$ cat config.mk
export PLATFORM = sky130hd
export DESIGN_NAME = irq_controller
export DESIGN_NICKNAME = d
export VERILOG_FILES = /design/src/rtl/irq_controller_pkg.sv /design/src/rtl/irq_controller_prio_enc.sv /design/src/rtl/irq_controller.sv
export SDC_FILE = /design/constraint.sdc
export NUM_CORES = 1
export LEC_CHECK = 0
export ABC_CLOCK_PERIOD_IN_PS = 4400
export BUFFER_PORTS_ARGS = -buffer_cell sky130_fd_sc_hd__buf_2
export CELL_PAD_IN_SITES_DETAIL_PLACEMENT = 1
export CELL_PAD_IN_SITES_GLOBAL_PLACEMENT = 1
export CORE_MARGIN = 1.5
export CORE_UTILIZATION = 40
export CTS_CLUSTER_DIAMETER = 100
export DETAILED_ROUTE_END_ITERATION = 12
export PLACE_DENSITY = 0.82
export SETUP_SLACK_MARGIN = 0.05
export SLEW_MARGIN = 20
export SYNTH_ARGS = -nofsm -noshare
export SYNTH_HDL_FRONTEND = slang
export SYNTH_HIERARCHICAL = 1
export SYNTH_SLANG_ARGS = --single-unit
$ cat constraint.sdc
create_clock -name CLK -period 4.4 [get_ports CLK]
set_clock_uncertainty 0.1 [all_clocks]
set_input_delay 0.22 -clock CLK [delete_from_list [all_inputs] [get_ports CLK]]
set_output_delay 0.22 -clock CLK [all_outputs]
set_load 0.1 [all_outputs]
$ cat src/rtl/irq_controller_pkg.sv
// -----------------------------------------------------------------------------
// irq_controller_pkg
//   Constants shared by the interrupt controller and the core it feeds:
//   register map, vector register layout and the two core vector addresses.
// -----------------------------------------------------------------------------
package irq_controller_pkg;

    // Width of a source index stored in VEC0/VEC1 (sources 0..7).
    localparam int IRQ_IDX_W = 3;

    // Register map on the 8-bit register port.
    typedef enum logic [2:0] {
        IRQ_REG_PEND = 3'd0,
        IRQ_REG_MASK = 3'd1,
        IRQ_REG_MODE = 3'd2,
        IRQ_REG_PRIO = 3'd3,
        IRQ_REG_VEC0 = 3'd4,
        IRQ_REG_VEC1 = 3'd5,
        IRQ_REG_RAW  = 3'd6,
        IRQ_REG_RSVD = 3'd7
    } irq_reg_e;

    // Bit of VEC0/VEC1 that flags a captured, not yet read, winner.
    localparam int IRQ_VEC_VALID_BIT = 7;

    // Core vector addresses for the two interrupt lines.
    localparam logic [15:0] IRQ_INT0_VECTOR = 16'h0004;
    localparam logic [15:0] IRQ_INT1_VECTOR = 16'h0008;

    // Builds a vector register value: valid flag plus source index.
    function automatic logic [7:0] irq_make_vec(input logic valid,
                                                input logic [IRQ_IDX_W-1:0] idx);
        logic [7:0] v;
        v = '0;
        v[IRQ_VEC_VALID_BIT] = valid;
        v[IRQ_IDX_W-1:0] = idx;
        return v;
    endfunction

endpackage

$ cat src/rtl/irq_controller_prio_enc.sv
// -----------------------------------------------------------------------------
// irq_prio_enc
//   Lowest-set-bit priority encoder.
//   req_i   : NSRC request vector
//   idx_o   : index of the lowest set bit (0 when none set)
//   valid_o : at least one bit of req_i is set
// -----------------------------------------------------------------------------
module irq_prio_enc
    import irq_controller_pkg::*;
#(
    parameter int NSRC = 8
) (
    input  logic [NSRC-1:0]      req_i,
    output logic [IRQ_IDX_W-1:0] idx_o,
    output logic                 valid_o
);

    // Scanning from the top down lets the lowest set bit overwrite last.
    always_comb begin
        idx_o   = '0;
        valid_o = 1'b0;
        for (int i = NSRC - 1; i >= 0; i--) begin
            if (req_i[i]) begin
                idx_o   = IRQ_IDX_W'(i);
                valid_o = 1'b1;
            end
        end
    end

endmodule

$ cat src/rtl/irq_controller.sv
// -----------------------------------------------------------------------------
// irq_controller
//   Memory-mapped interrupt controller in front of the core. Synchronises up
//   to 8 external requests, qualifies them as edge or level, latches them in
//   PEND, masks them, and drives two registered request lines:
//   INT0 (vector 0x0004, high priority) and INT1 (vector 0x0008, low).
//   On ACK0/ACK1 the lowest-numbered qualifying source is captured in
//   VEC0/VEC1 for the handler to read.
//
// Ports
//   CLK, RESETN      : clock (rising edge), async active-low reset
//   IRQ[NSRC-1:0]    : raw asynchronous requests, active high
//   ACK0, ACK1       : one-cycle acknowledge pulses from the core
//   INT0, INT1       : registered requests to the core
//   ADDR, DIN, DOUT  : register select, write data, read data
//   WR, RD           : write strobe, read side-effect strobe
//
// Register port protocol: there is no handshake. WR high at a rising CLK
// writes DIN to ADDR that cycle. DOUT is combinational from ADDR and always
// valid; RD only marks a read that has side effects (clearing the valid bit
// of VEC0/VEC1). An ACK in the same cycle as such a read takes precedence.
// -----------------------------------------------------------------------------
module irq_controller
    import irq_controller_pkg::*;
#(
    parameter int NSRC        = 8,
    parameter int SYNC_STAGES = 2
) (
    input  logic            CLK,
    input  logic            RESETN,
    input  logic [NSRC-1:0] IRQ,
    input  logic            ACK0,
    input  logic            ACK1,
    output logic            INT0,
    output logic            INT1,
    input  logic [2:0]      ADDR,
    input  logic [7:0]      DIN,
    output logic [7:0]      DOUT,
    input  logic            WR,
    input  logic            RD
);

    logic [NSRC-1:0] sync_q [SYNC_STAGES];
    logic [NSRC-1:0] sync_s;
    logic [NSRC-1:0] s_prev_q;
    logic [NSRC-1:0] pend_q, pend_d;
    logic [NSRC-1:0] mask_q, mask_d;
    logic [NSRC-1:0] mode_q, mode_d;
    logic [NSRC-1:0] prio_q, prio_d;
    logic [7:0]      vec0_q, vec0_d;
    logic [7:0]      vec1_q, vec1_d;
    logic            int0_q, int0_d;
    logic            int1_q, int1_d;

    logic [NSRC-1:0]      req0, req1;
    logic [IRQ_IDX_W-1:0] idx0, idx1;
    logic                 vld0, vld1;
    logic [NSRC-1:0]      w1c;
    logic [NSRC-1:0]      ack_clr;
    logic [NSRC-1:0]      rise;

    assign sync_s = sync_q[SYNC_STAGES-1];
    assign rise   = sync_s & ~s_prev_q;

    // Winners are taken from the registered state the core saw.
    assign req0 = pend_q & mask_q & prio_q;
    assign req1 = pend_q & mask_q & ~prio_q;

    irq_prio_enc #(.NSRC(NSRC)) u_enc0 (
        .req_i   (req0),
        .idx_o   (idx0),
        .valid_o (vld0)
    );

    irq_prio_enc #(.NSRC(NSRC)) u_enc1 (
        .req_i   (req1),
        .idx_o   (idx1),
        .valid_o (vld1)
    );

    always_comb begin : next_state
        mask_d = mask_q;
        mode_d = mode_q;
        prio_d = prio_q;
        w1c    = '0;
        if (WR) begin
            case (irq_reg_e'(ADDR))
                IRQ_REG_PEND: w1c    = DIN[NSRC-1:0] & ~mode_q;
                IRQ_REG_MASK: mask_d = DIN[NSRC-1:0];
                IRQ_REG_MODE: mode_d = DIN[NSRC-1:0];
                IRQ_REG_PRIO: prio_d = DIN[NSRC-1:0];
                default:      ;
            endcase
        end

        ack_clr = '0;
        if (ACK0 && vld0) ack_clr[idx0] = 1'b1;
        if (ACK1 && vld1) ack_clr[idx1] = 1'b1;

        // Level bits mirror the synchronised input. Edge bits hold until
        // cleared; a new edge is OR'd in last so it beats W1C and ACK clears.
        pend_d = (mode_q & sync_s)
               | (~mode_q & (rise | (pend_q & ~w1c & ~ack_clr)));

        vec0_d = vec0_q;
        if (RD && (irq_reg_e'(ADDR) == IRQ_REG_VEC0)) vec0_d[IRQ_VEC_VALID_BIT] = 1'b0;
        if (ACK0) begin
            if (vld0) vec0_d = irq_make_vec(1'b1, idx0);
            else      vec0_d[IRQ_VEC_VALID_BIT] = 1'b0;
        end

        vec1_d = vec1_q;
        if (RD && (irq_reg_e'(ADDR) == IRQ_REG_VEC1)) vec1_d[IRQ_VEC_VALID_BIT] = 1'b0;
        if (ACK1) begin
            if (vld1) vec1_d = irq_make_vec(1'b1, idx1);
            else      vec1_d[IRQ_VEC_VALID_BIT] = 1'b0;
        end

        // Built from next-state values so INT reflects PEND/MASK/PRIO from the
        // same edge that updates them (3-edge request latency, 1-edge unmask).
        int0_d = |(pend_d & mask_d & prio_d);
        int1_d = |(pend_d & mask_d & ~prio_d);
    end

    always_ff @(posedge CLK or negedge RESETN) begin : sync_regs
        if (!RESETN) begin
            for (int k = 0; k < SYNC_STAGES; k++) sync_q[k] <= '0;
            s_prev_q <= '0;
        end else begin
            sync_q[0] <= IRQ;
            for (int k = 1; k < SYNC_STAGES; k++) sync_q[k] <= sync_q[k-1];
            s_prev_q <= sync_s;
        end
    end

    always_ff @(posedge CLK or negedge RESETN) begin : state_regs
        if (!RESETN) begin
            pend_q <= '0;
            mask_q <= '0;
            mode_q <= '0;
            prio_q <= '0;
            vec0_q <= '0;
            vec1_q <= '0;
            int0_q <= 1'b0;
            int1_q <= 1'b0;
        end else begin
            pend_q <= pend_d;
            mask_q <= mask_d;
            mode_q <= mode_d;
            prio_q <= prio_d;
            vec0_q <= vec0_d;
            vec1_q <= vec1_d;
            int0_q <= int0_d;
            int1_q <= int1_d;
        end
    end

    assign INT0 = int0_q;
    assign INT1 = int1_q;

    always_comb begin : read_mux
        DOUT = 8'h00;
        case (irq_reg_e'(ADDR))
            IRQ_REG_PEND: DOUT = 8'(pend_q);
            IRQ_REG_MASK: DOUT = 8'(mask_q);
            IRQ_REG_MODE: DOUT = 8'(mode_q);
            IRQ_REG_PRIO: DOUT = 8'(prio_q);
            IRQ_REG_VEC0: DOUT = vec0_q;
            IRQ_REG_VEC1: DOUT = vec1_q;
            IRQ_REG_RAW:  DOUT = 8'(sync_s);
            default:      DOUT = 8'h00;
        endcase
    end

endmodule

==> impl_metrics.yaml, run 1 <==
placement:
  port_buffers: 34
  hpwlAfterDp_um: 7071
  place.gp.congestion: 0.9393
yosys:
  yosys.area.top_type: "dfrtp_1"
  yosysSeqAreaShare: 0.5025
  synth_common_cells: "66 x dfrtp_1, 34 x nand2_1, 27 x nor2_1"
  ys.flop_type: "dfrtp_1"
  synth_edf_count: 0
  async_reset_ff_frac: 1.000
  synthCells: 321
  yosys_warnings: 6
  yosysUniqueCellTypes: 45
  syn_area_um2: 3287
  yosys.cell_count.top_type: "dfrtp_1"
  syn_nets: 346
  syn_avg_cell_area_um2: 10.24
  ys_seq_elements: 66
  synth_top_area_share: 0.5025
  synth_area_leaders: "dfrtp_1 50%, mux2_2 7.5%, nand2_1 3.9%"
die:
  coreArea_um2: 7848
  die_h_um: 93.65
  rows: 32
  die_x_um: 93.65
  initial_core_util: 0.4188
  pin_count: 35
  die-area_um2: 8770
clock_tree:
  cts_made_buffers: 9
  cts_resized: 0
  clk_latency_ns: 0.35
  cts_root_buf: "clkbuf_8"
  clk_path_buf_depth: 2
  cts_tree: "yes"
  cts_setup_buffers: 0
  hold_buffers: 9
  htreeDepth: 3
  path_clk_slew_ns: 0.07
  clock-sinks: 66
run_status:
  outcome: "completed"
pwr:
  p_clk_frac: 0.237
  powerDensity_nw_per_um2: 547.2
  ir_worst_vdd_mv: 0.2705
  internal_power_uw: 1244
  pwr-share-seq: 0.393
  comb_power_share: 0.370
  switching_share: 0.4087
  power.switching_uw: 859.8
  leakagePower_uw: 0.001804
timing:
  hold_ws_ns: 0.02922
  tightest_slew_ns: 0.9093
  finalMaxSlewViolations: 0
  hold_viol_final: 0
  finalCritPeriodShare: 0.7102
  fin_setup_tns_ns: 0
  slew_headroom: 0.3925
  period_minus_slack_ns: 3.125
  setup_viol: 0
  max_freq_ghz: 0.3200
  rsz0062_at_grt: "false"
detailed_routing:
  drt-wirelength-per-cell_um: 20.46
  route.detailed.drc: 0
  drtAntennaViolNets: 0
  drt_iter0_markers: 135
  viasPerCell: 5.829
  drt_wl_total_um: 9719
  vias: 2769
  drtPass1Iterations: 4
global_routing:
  grt_pass1_vias: 2850
  grt_pass1_wl_um: 15560
  grt_antenna_before_repair: 0
  grt_use_total: 0.2433
  grt_max_degree: 41
  grt_remaining_overflow: 0
setup_path:
  endpoint_kind: "flop"
  crit_fanout: 5
  path_class: "reg -> reg"
  cp-start-kind: "flop"
  critPathRequiredTime_ns: 4.53
  critical_path_arrival_ns: 3.25
cells_and_area:
  drive_gt1_frac: 0.2172
  utilization: 0.4900
  antenna_cells: 0
  layout.nets: 393
  area_growth_pct: 16.98
hold_path:
  hp-class: "in -> reg"
job:
  cap_violations: 0
==> power groups by stage <==
stage | registers (uW) | logic [uW] | clock network, uW
global placement | 830 | 746 | 0
detailed placement | 836 | 763 | 0
finish | 826 | 778 | 499
floorplan | 866 | 508 | 0
global route | 845 | 843 | 534
CTS | 826 | 774 | 508
==> stage by stage <==
stage	cell area, um^2	worst slack, ns	power, uW	instances
global route	3845	1.096	2222	475
finish	3845	1.275	2104	475
global placement	3561	1.064	1576	450
detailed placement	3561	1.051	1600	450
floorplan	3287	1.024	1374	321
CTS	3837	1.033	2108	475
==> final cells by class <==
class	count	area (um^2)
Fill cell	930	4003
Sequential cell	66	1652
Multi-Input combinational cell	223	1510
Timing Repair Buffer	47	290.3
Clock buffer	11	131.4
Tap cell	102	127.6
Inverter	21	78.83
Clock inverter	5	55.05
==> worst paths after layout <==
path	start	endpoint	slack [ns]	cells past startpoint
min reg2reg	sync_q[11]	sync_s[3]	0.25	0
min in group asynchronous	RESETN	mode_q[7]	0.31	2
max	pend_q[2]	INT0	1.28	9
min	DIN[1]	mode_q[1]	0.03	3
max in group asynchronous	RESETN	pend_q[3]	2.95	3
max reg2reg	pend_q[2]	INT0	1.28	9
==> cells in the final DEF, fill, tap and decap left out, drive strengths merged, types with 5 or more instances in the layout <==
master and instances:
a21oi 8, a22oi 7, and3 12, buf 38
clkbuf 11, dfrtp 66, dlygate4sd3 9, inv 21
mux2 22, mux2i 12, nand2 34, nand3 12
nor2 27, nor2b 8, nor4 5, o21ai 16
==> cells by family after synthesis <==
logic type,Yosys count,share of synthesized area
compound gates,72,0.1549
buf+inv,32,0.04225
flops,66,0.5025
mux,34,0.1119
simple gates,117,0.1884
==> state kept, by name (all words and copies together) (netlist names) <==
name and flops:
INT0 1, s_prev_q 8, vec0_q 4, sync_q 8, mask_q 8, pend_q 8
vec1_q 4, mode_q 8, INT1 1, prio_q 8, sync_s 8
==> critical path, stage by stage (launching register included) <==
cell and delay (ns):
dfrtp_1 0.41, and3_1 0.26, nor4_2 0.39, nor2b_1 0.34, nand3_1 0.21, or3b_1 0.39, a32o_1 0.28, a32oi_1 0.19
nand3_1 0.09, a2111o_1 0.34
==> metal layers <==
| layer | GRT usage | vias to the layer above | wire length (um) |
|---|---|---|---|
| met5 | 0 | - | 0 |
| met4 | 0.09950 | 0 | 303 |
| met2 | 0.3768 | 76 | 4444 |
| met1 | 0.3361 | 1415 | 4363 |
| li1 | - | 1257 | - |
| met3 | 0.04450 | 21 | 607 |
Power figures use the tool's default switching activity.
==> run 2, diff against run 1 <==
--- a/config.mk
+++ b/config.mk
@@ -5,7 +5,8 @@
 export SDC_FILE = /design/constraint.sdc
 export NUM_CORES = 1
 export LEC_CHECK = 0
-export ABC_CLOCK_PERIOD_IN_PS = 4400
+export ABC_AREA = 1
+export ABC_CLOCK_PERIOD_IN_PS = 3250
 export BUFFER_PORTS_ARGS = -buffer_cell sky130_fd_sc_hd__buf_2
 export CELL_PAD_IN_SITES_DETAIL_PLACEMENT = 1
 export CELL_PAD_IN_SITES_GLOBAL_PLACEMENT = 1
@@ -13,7 +14,7 @@
 export CORE_UTILIZATION = 40
 export CTS_CLUSTER_DIAMETER = 100
 export DETAILED_ROUTE_END_ITERATION = 12
-export PLACE_DENSITY = 0.82
+export PLACE_DENSITY = 0.85
 export SETUP_SLACK_MARGIN = 0.05
 export SLEW_MARGIN = 20
 export SYNTH_ARGS = -nofsm -noshare
==> constraint.sdc (replaced) <==
create_clock -name CLK -period 3.25 [get_ports CLK]
set_clock_uncertainty 0.1 [all_clocks]
set_input_delay 0.1625 -clock CLK [delete_from_list [all_inputs] [get_ports CLK]]
set_output_delay 0.1625 -clock CLK [all_outputs]
set_load 0.1 [all_outputs]
==> run 2 against run 1 <==
  * Clock power rose by 44%
  * Register-to-register slack got worse by 0.77 ns
  * Non-clock buffer count is 1 higher
  * Setup slack lost 0.77 ns
  * Total power rose by 34%
  * Largest cell class unchanged
  * Final cell count rose by 29%
  * Global-route usage up 2.4 points
  * Critical path type unchanged
  * Synthesized cell count grew 40%
  * Final area is 3.6% higher
  * Largest power group unchanged
  * Sequential share of layout area down 1.5 points
==> impl_metrics.yaml, run 2 <==
cells_and_area:
  fin_area_um2: 3985
  final_common_cell: "nand2_1"
  layout.nets: 527
  area_growth_pct: 17.66
  utilization: 0.4850
  drive_gt1_frac: 0.1383
  antenna_cells: 0
  layout_common_cells: "122 x nand2_1, 79 x inv_1, 66 x dfrtp_1"
setup_path:
  critical_path_arrival_ns: 2.88
  endpoint_kind: "flop"
  critPathRequiredTime_ns: 3.38
  crit_fanout: 5
  path_class: "reg -> reg"
  cp-start-kind: "flop"
detailed_routing:
  drt_iter0_markers: 225
  drtAntennaViolNets: 0
  drt-wirelength-per-cell_um: 17.87
  drtPass1Iterations: 5
  route.detailed.drc: 0
  viasPerCell: 5.283
  vias: 3228
  drt_wl_total_um: 10920
pwr:
  powerDensity_nw_per_um2: 707.8
  leakagePower_uw: 0.002078
  ir_worst_vdd_mv: 0.4034
clock_tree:
  cts_resized: 0
  cts_setup_buffers: 0
  cts_root_buf: "clkbuf_8"
  hold_buffers: 12
  htreeDepth: 3
  cts_tree: "yes"
  cts_made_buffers: 9
  path_clk_slew_ns: 0.07
  clock-sinks: 66
  clk_path_buf_depth: 2
  clk_latency_ns: 0.35
yosys:
  ys.flop_type: "dfrtp_1"
  syn_nets: 473
  synth_common_cells: "122 x nand2_1, 79 x inv_1, 66 x dfrtp_1"
  ys_seq_elements: 66
  yosys.area.top_type: "dfrtp_1"
  yosys.cell_count.top_type: "nand2_1"
  async_reset_ff_frac: 1.000
  synth_edf_count: 0
  yosysSeqAreaShare: 0.4876
  synth_area_leaders: "dfrtp_1 49%, nand2_1 14%, inv_1 8.8%"
  syn_area_um2: 3387
  yosysUniqueCellTypes: 28
  synth_top_area_share: 0.4876
  syn_avg_cell_area_um2: 7.560
  yosys_warnings: 6
  synthCells: 448
global_routing:
  grt_use_total: 0.2678
  grt_pass1_wl_um: 17620
  grt_pass1_vias: 3408
  grt_antenna_before_repair: 0
  grt_max_degree: 67
  grt_remaining_overflow: 0
timing:
  max_freq_ghz: 0.3640
  rsz0062_at_grt: "false"
  finalMaxSlewViolations: 0
  hold_ws_ns: 0.01968
  period_minus_slack_ns: 2.748
  setup_viol: 0
  hold_viol_final: 0
  finalCritPeriodShare: 0.8454
  fin_setup_tns_ns: 0
  slew_headroom: 0.4441
  fin_ws_ns: 0.5024
  tightest_slew_ns: 0.8338
placement:
  postPlaceCellArea_um2: 3661
  post-place-ws_ns: 0.5766
  place.gp.congestion: 0.8784
  hpwlAfterDp_um: 7705
  port_buffers: 34
die:
  die_x_um: 95.02
  pin_count: 35
  rows: 33
  die-area_um2: 9029
  initial_core_util: 0.4122
  die_h_um: 95.02
  coreArea_um2: 8217
hold_path:
  hp-class: "in -> reg"
run_status:
  outcome: "completed"
job:
  cap_violations: 0
-- run 2: critical path, stage by stage (launching register included) --
cell     delay [ns]
dfrtp_1        0.39
inv_1          0.07
nor3_1         0.30
inv_1          0.10
nand2_1        0.08
nand2_1        0.06
nand2_1        0.06
nand2_1        0.05
a21oi_1        0.24
nand3_1        0.30
o21ai_0        0.24
o21ai_0        0.21
nand3_1        0.14
nand2_1        0.07
nor2_1         0.17
nand2_1        0.07
-- run 2: through the flow --
| step | power (uW) | instances |
|---|---|---|
| 6_report | 2820 | 611 |
| 3_3_place_gp | 2041 | 584 |
| 5_1_grt | 2987 | 611 |
| 4_1_cts | 2819 | 611 |
| 2_1_floorplan | 1804 | 448 |
| 3_5_place_dp | 2073 | 584 |
-- run 2: per-layer routing --
layer,vias to the layer above,global-route usage,wire [um]
met5,-,0,0
met4,0,0.09701,201
met3,14,0.05502,615
met2,114,0.4458,5356
met1,1569,0.3440,4744
li1,1531,-,-
-- run 2: cells by family after synthesis --
group / synth area share
AOI/OAI and AO/OA: 0.1134
buffers and inverters: 0.1045
DFF: 0.4876
and+or+nand+nor: 0.2944
-- run 2: path summary, 6_finish.rpt --
check	endpoint	startpoint	slack, ns	depth (start not counted)
setup / recovery	INT1	prio_q[5]	0.50	15
hold / removal	mode_q[5]	DIN[5]	0.02	3
setup reg to reg	INT1	prio_q[5]	0.50	15
hold reg to reg	sync_s[4]	sync_q[12]	0.25	0
max in group asynchronous	INT0	RESETN	2.07	3
min in group asynchronous	sync_q[13]	RESETN	0.43	3
-- run 2: report_power, final --
group          total (uW)  switching [uW]  internal, uW
Sequential           1080             103           975
Clock                 719             306           412
Combinational        1020             773           252
Total                2820            1180          1640
-- run 2: layout make-up --
type	instances	area [um^2]
clock buffer	13	168.9
clock inverter	2	35.03
fill	1062	4232
inverter	83	311.5
multi-input combinational	294	1381
sequential	66	1652
tap	105	131.4
timing repair buffer	48	305.3
